**src/rtl/alu_exec_ctrl.sv**
```systemverilog
// alu_exec_ctrl: multi-cycle R-type controller (read rs1, read rs2, exec, writeback).
// Option: define ALU_EXEC_CTRL_SAME_SRC_SKIP_EN to skip the rs2 read when rs1==rs2.
module alu_exec_ctrl #(
  parameter logic [6:0] RTYPE_OPCODE = 7'b0110011
) (
  input  logic        clock,
  input  logic        reset_n,
  input  logic        in_valid,
  output logic        in_ready,
  input  logic [31:0] instruction,
  output logic [4:0]  rf_raddr,
  input  logic [31:0] rf_rdata,
  output logic        rf_we,
  output logic [4:0]  rf_waddr,
  output logic [31:0] rf_wdata,
  output logic        alu_enable,
  output logic [2:0]  alu_funct3,
  output logic [6:0]  alu_funct7,
  output logic [31:0] alu_op1,
  output logic [31:0] alu_op2,
  input  logic [31:0] alu_result,
  output logic        done,
  output logic        illegal,
  output logic        busy
);

  typedef enum logic [2:0] {
    IDLE, RD1, RD2, EXEC, WB, ILL
  } state_t;

  state_t      state;
  logic [6:0]  opc, f7;
  logic [2:0]  f3;
  logic [4:0]  rs1, rs2, rd;
  logic        legal;
  logic [4:0]  rs2_q, rd_q;
  logic [2:0]  f3_q;
  logic [6:0]  f7_q;
  logic [31:0] op1_q, op2_q;

  assign opc = instruction[6:0];
  assign rd  = instruction[11:7];
  assign f3  = instruction[14:12];
  assign rs1 = instruction[19:15];
  assign rs2 = instruction[24:20];
  assign f7  = instruction[31:25];

  assign legal = (opc == RTYPE_OPCODE) &&
                 ((f7 == 7'h00) ||
                  ((f7 == 7'h20) &&
                   ((f3 == 3'b000) || (f3 == 3'b101))));

  // Read data and ALU result arrive a cycle after their request,
  // so the issue/writeback cycle forwards them straight through.
`ifdef ALU_EXEC_CTRL_SAME_SRC_SKIP_EN
  logic same_q;
  assign alu_op1 = (state == EXEC && same_q) ? rf_rdata : op1_q;
`else
  assign alu_op1 = op1_q;
`endif
  assign alu_op2  = (state == EXEC) ? rf_rdata : op2_q;
  assign rf_wdata = (state == WB) ? alu_result : '0;

  always_ff @(posedge clock or negedge reset_n) begin
    if (!reset_n) begin
      state      <= IDLE;
      in_ready   <= 1'b1;
      busy       <= 1'b0;
      rf_raddr   <= '0;
      rf_we      <= 1'b0;
      rf_waddr   <= '0;
      alu_enable <= 1'b0;
      alu_funct3 <= '0;
      alu_funct7 <= '0;
      done       <= 1'b0;
      illegal    <= 1'b0;
      rs2_q      <= '0;
      rd_q       <= '0;
      f3_q       <= '0;
      f7_q       <= '0;
      op1_q      <= '0;
      op2_q      <= '0;
`ifdef ALU_EXEC_CTRL_SAME_SRC_SKIP_EN
      same_q     <= 1'b0;
`endif
    end else begin
      rf_we      <= 1'b0;
      alu_enable <= 1'b0;
      done       <= 1'b0;
      illegal    <= 1'b0;
      unique case (state)
        IDLE: begin
          if (in_valid && in_ready) begin
            in_ready <= 1'b0;
            busy     <= 1'b1;
            rs2_q    <= rs2;
            rd_q     <= rd;
            f3_q     <= f3;
            f7_q     <= f7;
`ifdef ALU_EXEC_CTRL_SAME_SRC_SKIP_EN
            same_q   <= (rs1 == rs2);
`endif
            if (legal) begin
              state    <= RD1;
              rf_raddr <= rs1;
            end else begin
              state   <= ILL;
              illegal <= 1'b1;
            end
          end
        end
        RD1: begin
`ifdef ALU_EXEC_CTRL_SAME_SRC_SKIP_EN
          if (same_q) begin
            state      <= EXEC;
            alu_enable <= 1'b1;
            alu_funct3 <= f3_q;
            alu_funct7 <= f7_q;
          end else begin
            state    <= RD2;
            rf_raddr <= rs2_q;
          end
`else
          state    <= RD2;
          rf_raddr <= rs2_q;
`endif
        end
        RD2: begin
          op1_q      <= rf_rdata;
          state      <= EXEC;
          alu_enable <= 1'b1;
          alu_funct3 <= f3_q;
          alu_funct7 <= f7_q;
        end
        EXEC: begin
          op2_q    <= rf_rdata;
`ifdef ALU_EXEC_CTRL_SAME_SRC_SKIP_EN
          if (same_q) op1_q <= rf_rdata;
`endif
          state    <= WB;
          rf_we    <= (rd_q != 5'd0);
          rf_waddr <= rd_q;
          done     <= 1'b1;
        end
        WB, ILL: begin
          state    <= IDLE;
          in_ready <= 1'b1;
          busy     <= 1'b0;
        end
        default: state <= IDLE;
      endcase
    end
  end

endmodule

```
**config.mk**
```make
export PLATFORM = sky130hd
export DESIGN_NAME = alu_exec_ctrl
export DESIGN_NICKNAME = d
export VERILOG_FILES = /design/src/rtl/alu_exec_ctrl.sv
export SDC_FILE = /design/constraint.sdc
export NUM_CORES = 1
export LEC_CHECK = 0
export ABC_AREA = 1
export BUFFER_PORTS_ARGS = -buffer_cell sky130_fd_sc_hd__buf_4
export CAP_MARGIN = 20
export CORE_MARGIN = 2
export CORE_UTILIZATION = 46
export CTS_CLUSTER_DIAMETER = 60
export DETAILED_ROUTE_END_ITERATION = 8
export PLACE_DENSITY = 0.8
export SYNTH_ARGS = -nofsm -noshare
export SYNTH_HDL_FRONTEND = slang
export SYNTH_SLANG_ARGS = --single-unit
```
**constraint.sdc**
```tcl
create_clock -name clock -period 1.7 [get_ports clock]
set_clock_uncertainty 0.2 [all_clocks]
set_input_delay 0.255 -clock clock [delete_from_list [all_inputs] [get_ports clock]]
set_output_delay 0.255 -clock clock [all_outputs]
set_load 0.05 [all_outputs]
```
==> metrics.txt, run 1 <==
outcome stopped before the end; Last stage global routing (5_1_grt); error msg [ERROR DPL-0038] Utilization greater than 100%, impossible to legalize; XOR/XNOR share of the synthesized area 0%; DP Wirelength 9950 um; Die Wd 104 um; main combinational cell family by area after synthesis simple AND/OR/NAND/NOR gates; Post-synth top cells 165 x nand2_1, 112 x dfrtp_1, 86 x inv_1, 57 x o21ai_0, 39 x nor2_1; mux contribution to synthesized area 0%; Syn Inst Count 536; Synth area leader dfrtp_1; IO Port Bufs 220; Mean Syn Cell Area 8.62 um^2; I/O pin total 221; register bit count reported by yosys 113; die height 104 um; post-synth top area share 60.6%; Post-DP Area 7190 um^2; GR repair worst EP alu_op2[9]; Synth Area in Compound Gates 9.83%; Seq/Total Area, Yosys 61.2%; CTS Buf Count 17; ranking of synthesized cells by area dfrtp_1 61%, nand2_1 13%, inv_1 7.0%, o21ai_0 6.2%, o21ai_1 3.5%; routability cong. 0.821; starting density of the core 47.3%; number of flops mapped to enable cells by yosys 0; WEP type top-level output; Synth Area in Simple Gates 18.7%; Place WS -0.136 ns; clock sink count 113; # H-tree levels 4; Main synth FF type dfrtp_1; post-synthesis adder-cell area fraction 0%; most common cell in the synthesized netlist nand2_1; Synth Cell Area 4620 um^2; Syn Nets 635; Clock Path Buffers 2; Placed Cells 889; CTS root buf clkbuf_8; post-synthesis async set-or-reset flop share 100%; largest net degree at the start of global routing 50; Site Rows 36; Yosys Warn Count 0; library cells used by synthesis 20
## cells by family after synthesis
family,Yosys count
flops,113
compound gates,90
simple gates,220
buf+inv,113
## what timing repair did
action | CTS
gates cloned | 6
endpoints found under the hold margin | 202
resized for setup | 94
pin swaps | 2
setup endpoints to repair | 101
buffers inserted | 7
hold buffers | 58
## per-stage QoR
stage | utilization (%) | hold slack, ns
global placement | 73.6 | -0.00470
detailed placement | 73.6 | -0.00224
floorplan | - | -0.241
CTS | 91.0 | -0.144
==> inputs of run 2 (changes only) <==
CORE_UTILIZATION = 40   (was 46)
CTS_CLUSTER_DIAMETER = default   (was 60)
PLACE_DENSITY = default   (was 0.8)
PLACE_DENSITY_LB_ADDON = 0.15   (was default)
==> metrics.txt, run 2 <==
CTS tree yes; Site Rows 39; layout net count 945; core footprint 11,400 um^2; # hold bufs at CTS 48; Yosys Warn Count 0; CTS root buf clkbuf_16; Slew headroom 79.3%; Max Cap Viol 0; Pwr Density 2240 nW/um^2; clock-pin slew on the worst setup and hold paths 0.05 ns; Crit Path Class flip-flop to output pin; Clock Path Buffers 2; worst hold path class input port to flip-flop; Finished Core Util 79.4%; die height 111 um; routability cong. 0.798; leak pwr 4.65 nW; Syn Inst Count 536; Area Overhead vs Synth 95.4%; final worst-path setup slack -0.585 ns; Synth Cell Area 4620 um^2; via count 4,777; Tightest Pin Transition 0.310 ns; Post-synth top cells 165 x nand2_1, 112 x dfrtp_1, 86 x inv_1, 57 x o21ai_0, 39 x nor2_1; RSZ-0062 raised after global routing yes; Mean Syn Cell Area 8.62 um^2; post-route DRC violation count 0; Setup Viol. Count Final 64; Hold Worst Slack -0.0281 ns; starting density of the core 40.7%; post-synthesis async set-or-reset flop share 100%; I/O pin total 221; Placed Cells 898; Vias per Instance 4.77; library cells used by synthesis 20; die area 12,400 um^2; first-pass GRT wire length 23,200 um; clk_lat worst skew 0.40 ns; fillers 693; CTS Buf Count 17; ranking of synthesized cells by area dfrtp_1 61%, nand2_1 13%, inv_1 7.0%, o21ai_0 6.2%, o21ai_1 3.5%; aggregate global routing overflow 0; Initial DRC Count 295; largest net degree at the start of global routing 69; IO Port Bufs 220; commonest non-fill, non-tap cell in the layout buf_4; failing checks negative hold slack, negative setup slack; peak supply drop 1.96 mV; vias in the first global route 4,715; Period minus WS final 2.29 ns; register bit count reported by yosys 113; crit-path max FO 9; Synth area leader dfrtp_1; most common cell in the synthesized netlist nand2_1; Place WS -0.0937 ns; Syn Nets 635; Final ANT Viol Nets 0; outcome finished with violations; ratio of cells with drive above 1 in the final layout 46.9%; Setup TNS Final -30.42 ns; ant diodes 0; Die Wd 111 um; Worst EP required 1.24 ns; pins over their slew limit 0; Seq/Total Area, Yosys 61.2%; CP startpoint kind flip-flop; Fin. Hold Viols 6; final std cells w/o fill 1,001; Pre-antenna DRT Iters 5; commonest cells after routing, fill and taps aside 173 x buf_4, 137 x nand2_1, 112 x dfrtp_1; DP Wirelength 9620 um; number of flops mapped to enable cells by yosys 0; CP endpoint kind output pin; WL/cell 16.1 um; Total GRT Usage 23.6%; # H-tree levels 4; initial antenna violation count 0; post-synth top area share 60.6%; Fmax achieved 0.438 GHz; clock sink count 113; Critical Path AT 1.83 ns; Main synth FF type dfrtp_1; fin crit share 134%; final wirelength 16,100 um
==> run 2: cell counts after synthesis <==
No cell type changed its count.
==> run 2: path summary, 6_finish.rpt <==
path                       depth (start not counted)            end  slack [ns]          from
max                                                8    alu_op2[15]       -0.59      state[0]
min                                                3      op2_q[29]       -0.03  rf_rdata[29]
max reg2reg                                        7        f7_q[2]        0.03      state[2]
min reg2reg                                        2  alu_funct7[2]        0.26       f7_q[2]
max in group asynchronous                          3    alu_op1[11]        0.60       reset_n
min in group asynchronous                          3    alu_op1[18]        0.21       reset_n
==> run 2: what timing repair did <==
| action | in CTS | in global routing |
|---|---|---|
| cloned | 2 | 12 |
| pin swaps | 1 | 9 |
| resized for setup | 70 | 77 |
| setup buffers | 1 | 9 |
| endpoints found under the hold margin | 191 | 8 |
| setup endpoints to repair | 78 | 129 |
==> run 2: report_power, final <==
group | total (W) | leakage [nW] | internal [W] | switching, W
Sequential | 0.00464 | 1.40 | 0.00398 | 0.000667
Combinational | 0.0124 | 2.98 | 0.00441 | 0.00800
Clock | 0.00319 | 0.267 | 0.00206 | 0.00114
Total | 0.0202 | 4.65 | 0.0104 | 0.00980
==> run 2: critical path, stage by stage (launching register included) <==
cell	delay, ns
dfrtp_1	0.37
inv_2	0.07
nor3_4	0.22
buf_12	0.16
inv_4	0.07
buf_12	0.15
nand2_1	0.13
o21ai_4	0.09
buf_6	0.16
==> run 2: cell type report <==
type                       count  area, um^2  share of cell area, %
clock buffer                  24         472                   5.22
tap                          143         179                   1.98
timing repair buffer         313        3080                   34.1
multi-input combinational    310        2050                   22.7
clock inverter                 7        60.1                  0.665
sequential                   113        2830                   31.3
inverter                      89         347                   3.84
timing repair inverter         2        12.5                  0.139
==> run 2: cells by family (layout without fill, tap and decap cells) <==
logic type / after synthesis / in the layout / share of synthesized area [%]
AOI/OAI and AO/OA: 90 / 90 / 9.83
buffers and inverters: 113 / 435 / 10.2
DFF: 113 / 113 / 61.2
and+or+nand+nor: 220 / 220 / 18.7
==> run 2: routing by layer <==
layer  wire, um  GRT usage [%]  up-vias
li1           -              -     2253
met1       6410           29.3     2324
met2       8590           40.2      179
met3        943           7.19       21
met4        189           6.42        0
met5          0              0        -
==> run 2: through the flow <==
step           hold slack (ns)  power (W)  instance area, um^2
3_5_place_dp            -0.133     0.0152                 7190
4_1_cts                -0.0499     0.0191                 8490
3_3_place_gp            -0.135     0.0150                 7190
6_report               -0.0281     0.0202                 9030
2_1_floorplan           -0.241     0.0120                 5230
5_1_grt                -0.0383     0.0212                 9030
(Power assumes the default switching activity.)
